===== config.mk =====
export PLATFORM = sky130hd
export DESIGN_NAME = reg_bank_write_ctrl
export DESIGN_NICKNAME = d
export VERILOG_FILES = /design/src/rtl/reg_bank_write_ctrl_pkg.sv /design/src/rtl/reg_bank_write_ctrl_arb.sv /design/src/rtl/reg_bank_write_ctrl.sv
export SDC_FILE = /design/constraint.sdc
export NUM_CORES = 1
export LEC_CHECK = 0
export ABC_AREA = 1
export CAP_MARGIN = 20
export CELL_PAD_IN_SITES_DETAIL_PLACEMENT = 0
export CELL_PAD_IN_SITES_GLOBAL_PLACEMENT = 1
export CORE_ASPECT_RATIO = 0.8
export CORE_MARGIN = 8
export CORE_UTILIZATION = 28
export CTS_BUF_LIST = sky130_fd_sc_hd__clkbuf_16
export CTS_CLUSTER_SIZE = 12
export DETAILED_ROUTE_END_ITERATION = 10
export GPL_ROUTABILITY_DRIVEN = 0
export PLACE_DENSITY_LB_ADDON = 0.1
export RECOVER_POWER = 100
export SYNTH_ARGS = -nofsm -noshare
export SYNTH_HDL_FRONTEND = slang
export SYNTH_SLANG_ARGS = --single-unit

===== constraint.sdc =====
create_clock -name clk -period 1.3 [get_ports clk]
set_clock_uncertainty 0.15 [all_clocks]
set_input_delay 0.13 -clock clk [delete_from_list [all_inputs] [get_ports clk]]
set_output_delay 0.13 -clock clk [all_outputs]
set_load 0.005 [all_outputs]

===== src/rtl/reg_bank_write_ctrl_pkg.sv =====
// rtl/reg_bank_write_ctrl_pkg.sv - shared FSM encodings, grant ids and bank defaults
package reg_bank_write_ctrl_pkg;

  typedef enum logic [1:0] {
    ST_IDLE = 2'd0,
    ST_LOAD = 2'd1,
    ST_ACK  = 2'd2
  } state_t;

  localparam logic GRANT_A = 1'b0;
  localparam logic GRANT_B = 1'b1;

  localparam int DEF_WIDTH  = 8;
  localparam int DEF_NREGS  = 8;
  localparam int DEF_ADDR_W = 3;

endpackage


===== src/rtl/reg_bank_write_ctrl_arb.sv =====
// rtl/reg_bank_write_ctrl_arb.sv - two-way round-robin arbiter, combinational
module arb2_rr
  import reg_bank_write_ctrl_pkg::*;
(
  input  logic [1:0] req,
  input  logic       last_grant,
  output logic [1:0] grant
);

  // req[0] is requester A, req[1] is requester B; on a tie the side that
  // did not win last time gets the bus.
  always_comb begin
    grant = req;
    if (req == 2'b11) begin
      grant = (last_grant == GRANT_B) ? 2'b01 : 2'b10;
    end
  end

endmodule


===== src/rtl/reg_bank_write_ctrl.sv =====
// rtl/reg_bank_write_ctrl.sv - sequences arbitrated writes into a register bank over a shared D bus
module reg_bank_write_ctrl
  import reg_bank_write_ctrl_pkg::*;
#(
  parameter int WIDTH  = DEF_WIDTH,
  parameter int NREGS  = DEF_NREGS,
  parameter int ADDR_W = DEF_ADDR_W
) (
  input  logic              clk,
  input  logic              reset,
  input  logic              a_req,
  input  logic [ADDR_W-1:0] a_addr,
  input  logic [WIDTH-1:0]  a_data,
  output logic              a_ack,
  input  logic              b_req,
  input  logic [ADDR_W-1:0] b_addr,
  input  logic [WIDTH-1:0]  b_data,
  output logic              b_ack,
  output logic [WIDTH-1:0]  wr_data,
  output logic [NREGS-1:0]  load_n,
  output logic              busy,
  output logic              addr_err
);

  state_t            state, state_nxt;
  logic              last_grant, last_grant_nxt;
  logic              gnt_sel, gnt_sel_nxt;
  logic [ADDR_W-1:0] addr_q, addr_nxt;
  logic [WIDTH-1:0]  wr_data_nxt;
  logic [NREGS-1:0]  load_n_nxt;
  logic [NREGS-1:0]  dec_hit;
  logic              a_ack_nxt, b_ack_nxt, busy_nxt, addr_err_nxt;
  logic [1:0]        grant;
  logic              granted_req;

  arb2_rr u_arb (
    .req        ({b_req, a_req}),
    .last_grant (last_grant),
    .grant      (grant)
  );

  // An out-of-range address hits no entry, which is also what flags addr_err.
  for (genvar i = 0; i < NREGS; i++) begin : g_dec
    assign dec_hit[i] = (addr_q == ADDR_W'(i));
  end

  assign granted_req = (gnt_sel == GRANT_A) ? a_req : b_req;

  // Outputs are registered from the current state, so the strobe appears the
  // cycle after LOAD is entered and the ack the cycle after ACK is entered.
  always_comb begin
    state_nxt      = state;
    last_grant_nxt = last_grant;
    gnt_sel_nxt    = gnt_sel;
    addr_nxt       = addr_q;
    wr_data_nxt    = wr_data;
    load_n_nxt     = '1;
    addr_err_nxt   = 1'b0;
    a_ack_nxt      = 1'b0;
    b_ack_nxt      = 1'b0;

    case (state)
      ST_IDLE: begin
        if (|grant) begin
          gnt_sel_nxt    = grant[1] ? GRANT_B : GRANT_A;
          last_grant_nxt = grant[1] ? GRANT_B : GRANT_A;
          addr_nxt       = grant[1] ? b_addr : a_addr;
          wr_data_nxt    = grant[1] ? b_data : a_data;
          state_nxt      = ST_LOAD;
        end
      end
      ST_LOAD: begin
        load_n_nxt   = ~dec_hit;
        addr_err_nxt = ~|dec_hit;
        state_nxt    = ST_ACK;
      end
      ST_ACK: begin
        if (granted_req) begin
          a_ack_nxt = (gnt_sel == GRANT_A);
          b_ack_nxt = (gnt_sel == GRANT_B);
        end else begin
          state_nxt = ST_IDLE;
        end
      end
      default: state_nxt = ST_IDLE;
    endcase

    busy_nxt = (state_nxt != ST_IDLE);
  end

  always_ff @(posedge clk or negedge reset) begin
    if (!reset) begin
      state      <= ST_IDLE;
      last_grant <= GRANT_B;
      gnt_sel    <= GRANT_A;
      addr_q     <= '0;
      wr_data    <= '0;
      load_n     <= '1;
      addr_err   <= 1'b0;
      a_ack      <= 1'b0;
      b_ack      <= 1'b0;
      busy       <= 1'b0;
    end else begin
      state      <= state_nxt;
      last_grant <= last_grant_nxt;
      gnt_sel    <= gnt_sel_nxt;
      addr_q     <= addr_nxt;
      wr_data    <= wr_data_nxt;
      load_n     <= load_n_nxt;
      addr_err   <= addr_err_nxt;
      a_ack      <= a_ack_nxt;
      b_ack      <= b_ack_nxt;
      busy       <= busy_nxt;
    end
  end

endmodule


# Word-level counts from Yosys, hierarchy flattened

Cells that the tools add are included.

Equality and inequality tests: 10
Multiplexer cells: 15
Bitwise operators: 2
Reduce and logical (&&, ||, !) cells: 7

Operator list:

| operator             | count |
|---|---|
| $mux W8              | 2 |
| $eq A3 B3 Y1 const B | 4 |
| $mux W2              | 4 |
| $not A8 Y8           | 1 |
| $reduce_or A8 Y1     | 1 |
| $mux W1              | 7 |
| $eq A3 B2 Y1 const B | 2 |
| $pmux W2 S3          | 1 |
| $eq A2 B2 Y1 const B | 2 |
| $eq A3 B1 Y1 const B | 1 |
| $logic_not A3 Y1     | 1 |
| $mux W3              | 1 |
| $eq A2 B1 Y1 const B | 1 |
| $logic_not A2 Y1     | 1 |
| $reduce_and A2 Y1    | 1 |
| $reduce_bool A2 Y1   | 1 |
| $reduce_or A2 Y1     | 1 |
| $logic_not A1 Y1     | 1 |
| $not A1 Y1           | 1 |

Bits in registers: 27
Input bits: 26
Output and inout bits: 20
Logic and storage cells: 44

# Depth between registers and ports, before layout

Depth after elaboration: 6
Gate-level depth with buffers: 7
Depth with buffers taken out: 5

# Hierarchy

Synthesis repeated with hierarchy kept, for this count alone.

Cell total of the unflattened synthesis: 145
Area, all modules: 1,158.6 um^2

Modules (own cells, without submodules):

| module              | instances | cells an instance | area an instance (um^2) | sequential area each (um^2) |
|---|---|---|---|---|
| reg_bank_write_ctrl | 1         | 140               | 1,137.3                 | 686.9 |
| arb2_rr             | 1         | 5                 | 21.3                    | 0.0 |

# Worst setup path before layout

Ideal clock, no wire load.

Path type: register to register
Start point: register last_grant
End point: register addr_q[2]
Setup time: 0.117 ns
Arrival: 0.939 ns
Required time: 1.033 ns
Path slack: 0.093 ns
Stages on the path, launching flop included: 7
Path buffers: 1
Clock period less this slack: 1.207 ns
Cell sequence: dfstp_2 nand2_1 nand2_1 buf_4 nand2_1 nand3_1 nand2_1

Cells in the longest elaborated chain, start to end: 4
Elaborated cells between the ends (all ways): 5
Classes of those cells: mux (3); reduce/logical (2)

Ends and longest elaborated chain:

| item                               | line                          | text |
|---|---|---|
| from (decl)                        | reg_bank_write_ctrl.sv:26     | `logic last_grant, last_grant_nxt;` |
| from (signal assigned)             | reg_bank_write_ctrl.sv:105    | `last_grant <= last_grant_nxt;` |
| $mux W2 (*)                        | reg_bank_write_ctrl_arb.sv:15 | `grant = (last_grant == GRANT_B) ? 2'b01 : 2'b10;` |
| $mux W2 (*)                        | reg_bank_write_ctrl_arb.sv:14 | `if (req == 2'b11) begin` |
| $reduce_or A2 Y1                   | reg_bank_write_ctrl.sv:64     | `if (\|grant) begin` |
| $reduce_and A2 Y1 (no source line) | n/a                           |  |
| to (signal assigned)               | reg_bank_write_ctrl.sv:107    | `addr_q <= addr_nxt;` |
| to (decl)                          | reg_bank_write_ctrl.sv:28     | `logic [ADDR_W-1:0] addr_q, addr_nxt;` |

Every way passes the cells marked *; elsewhere a longest branch is shown, timed or not.
A chain may end at the register's enable or synchronous reset.

# Final worst setup path

Start point: register load_n[7]
End point: output port load_n[7]

RTL lines:

| item                   | line                       | text |
|---|---|---|
| from (decl)            | reg_bank_write_ctrl.sv:20  | `output logic [NREGS-1:0] load_n,` |
| from (signal assigned) | reg_bank_write_ctrl.sv:109 | `load_n <= load_n_nxt;` |

No word-level cell between the ends.

==> run metrics <==
Clk pin slew, worst setup/hold paths about 0.07 ns; Pleak 1.00 nW; critical-path cell list dlygate4sd2_1; Initial DRT Pass Iterations 4; Initial Util 0.294; DRT Wirelength 3.20 mm; ys async rst share 1.00; via count 1098; Skew-Pair Late Insertion Delay 0.26 ns; unrepaired setup endpoints after global routing true; fmax 786 MHz; CP Depth 1; main area contributors after synthesis dfrtp_1, dfstp_2, nand2_1; DRC viols 0; Clock Tree Buf Depth 2; sequential fraction of the synthesis area 0.552; Final Hold Viols 0; area of placed instances 0.00177 mm^2; # IOs 46; vias in the first global route 1191; Die Height between 70 and 80 um; Slew @ Worst Pin 0.672 ns; YS warnings 0; MaxCap Viol Count 0; antenna violations before repair 0; slowest CP cell dfstp_2; GRT overflow 0; Synth-to-Final Area Change 50.4%; Port Buffers 45; largest net degree at the start of global routing 28; antenna-violating nets left 0; Tcrit/Tclk final 0.979; CP Class reg -> out; crit path launch load_n[7]; post-route cell area 0.00187 mm^2; layout cells sized above 1 0.135; worst hold slack 0.279 ns; vias per inst 4.16; Num CTS Buffers 3; Syn Area/Cell 7.93 um^2; worst r2r path cells 6; total power density per cell area ~1800 mW/mm^2; Bufs and invs on worst path 1; FF+latch area around 690 um^2; min Tclk post-route 1.27 ns; NumNets Final 234; post-synth top area share 0.362; final setup fails 0; DRT iter0 DRCs 24; H-tree levels 1; Slew headroom 0.552; fillers 439; crit path DAT 0.99 ns; CP Capture Type primary output; Setup crit end load_n[7]; Tot GR Track Use 0.100; clk sinks 27; Netlist cell types 14; min-delay worst type in -> async; global-route wire length before repair between 5 and 6 mm; die width a little over 90 um; status completed; Post-synth top cells nand2_1, inv_1, nand3_1; cell count after synthesis 157; maximum vdd drop 694 uV; main flop type after synthesis dfrtp_1; pins over their slew limit 0; largest fanout on the critical path 1; Netlist Area Pre-Place 0.00124 mm^2; Core ar. 0.00423 mm^2; Root Buffer clkbuf_16; Critical Path RT roughly 1.0 ns; Synthesized Nets 183; Rows 21; max incr delay on CP between 0.5 and 0.6 ns; routed len/inst about 12 um; antenna cells 0; most frequent cell after synthesis nand2_1; multi-input logic area 409 um^2; type of origin of the critical path flip-flop; FF-to-FF setup slack 0.04 ns; EDFF count, synth 0; DIE AREA 0.00685 mm^2; Synth area leader dfrtp_1; crit-path leading delay family flip-flops; register bit total from synthesis 27; post-detail-place hpwl 2.39 mm; R2R Path End wr_data[1]; Worst R2R Start last_grant; TritonCTS clock tree yes
[worst register-to-register path: cells and delay by family, from the launching register on]
kind | cells | cell delay [ns]
buffers and inverters | 1 | 0.15
DFF | 1 | 0.54
and+or+nand+nor | 5 | 0.31
[per-stage QoR]
step            util  power [mW]  setup slack [ns]  TNS, ns  cells
2_1_floorplan      -        2.06            0.0935        0    157
3_3_place_gp   0.418        2.69            -0.169    -2.11    258
3_5_place_dp   0.418        2.71            -0.182    -2.36    258
4_1_cts        0.432        3.28           0.00150        0    262
5_1_grt        0.442        3.66           -0.0274   -0.212    264
6_report       0.442        3.35            0.0271        0    264
[layout make-up]
cell class              count  share of cell area
clock buffers               3              0.0401
clock inverters             1             0.00267
inverters                  33              0.0662
multi-input cells          91               0.219
flip-flops and latches     27               0.367
well taps                  57              0.0381
repair buffers             52               0.267
[cell families (layout without fill, tap and decap cells)]
group                  Yosys count  count (layout)  share of synthesized area
DFF                             27              27                      0.552
and+or+nand+nor                 90              90                      0.308
other                            1               1                    0.00301
buffers and inverters           39              89                      0.138
[how the worst min path moves through the flow]
stage,cells after the start,end,startpoint
after floorplan,0,a_ack,reset
after CTS,2,wr_data[0],reset
after global routing,2,wr_data[0],reset
final,2,wr_data[1],reset
after detailed placement,2,last_grant,last_grant
after global placement,2,last_grant,last_grant
[power by group]
group	total [mW]	switching, mW	internal [mW]
registers	1.36	0.183	1.18
clock network	0.693	0.278	0.415
logic	1.30	0.690	0.605
[placed cells by master, fill, tap and decap left out, drive strengths merged]
cell type      synthesis  routed
nor2                  10      10
nand4                  1       1
clkbuf                 0       5
clkdlybuf4s15          0       7
clkinv                 0       1
dlygate4sd2            0      13
clkdlybuf4s50          0      23
buf                    6       5
dlygate4sd3            0       2
inv                   33      33
dfrtp                 18      18
nand3                 24      24
conb                   1       1
dfstp                  9       9
nand2                 55      55
[metal layers]
metal / routed length [um] / vias to the layer above / track usage
li1: - / 556 / -
met1: 1430 / 509 / 0.112
met2: 1510 / 29 / 0.175
met3: 224 / 4 / 0.0404
met4: 37 / 0 / 0.0276
met5: 0 / - / 0
[what timing repair did]
item,in CTS,in global routing
resized for setup,21,14
gates cloned,0,1
setup endpoints to repair,20,22
hold buffers,0,0
setup buffers,0,1
pin swaps,0,1
[flip-flops by register name, indices dropped and copies added, names as in the netlist]
| signal | cells |
|---|---|
| load_n | 8 |
| gnt_sel | 1 |
| state | 2 |
| busy | 1 |
| a_ack | 1 |
| last_grant | 1 |
| addr_q | 3 |
| wr_data | 8 |
| b_ack | 1 |
| addr_err | 1 |
Power figures use the tool's default switching activity.
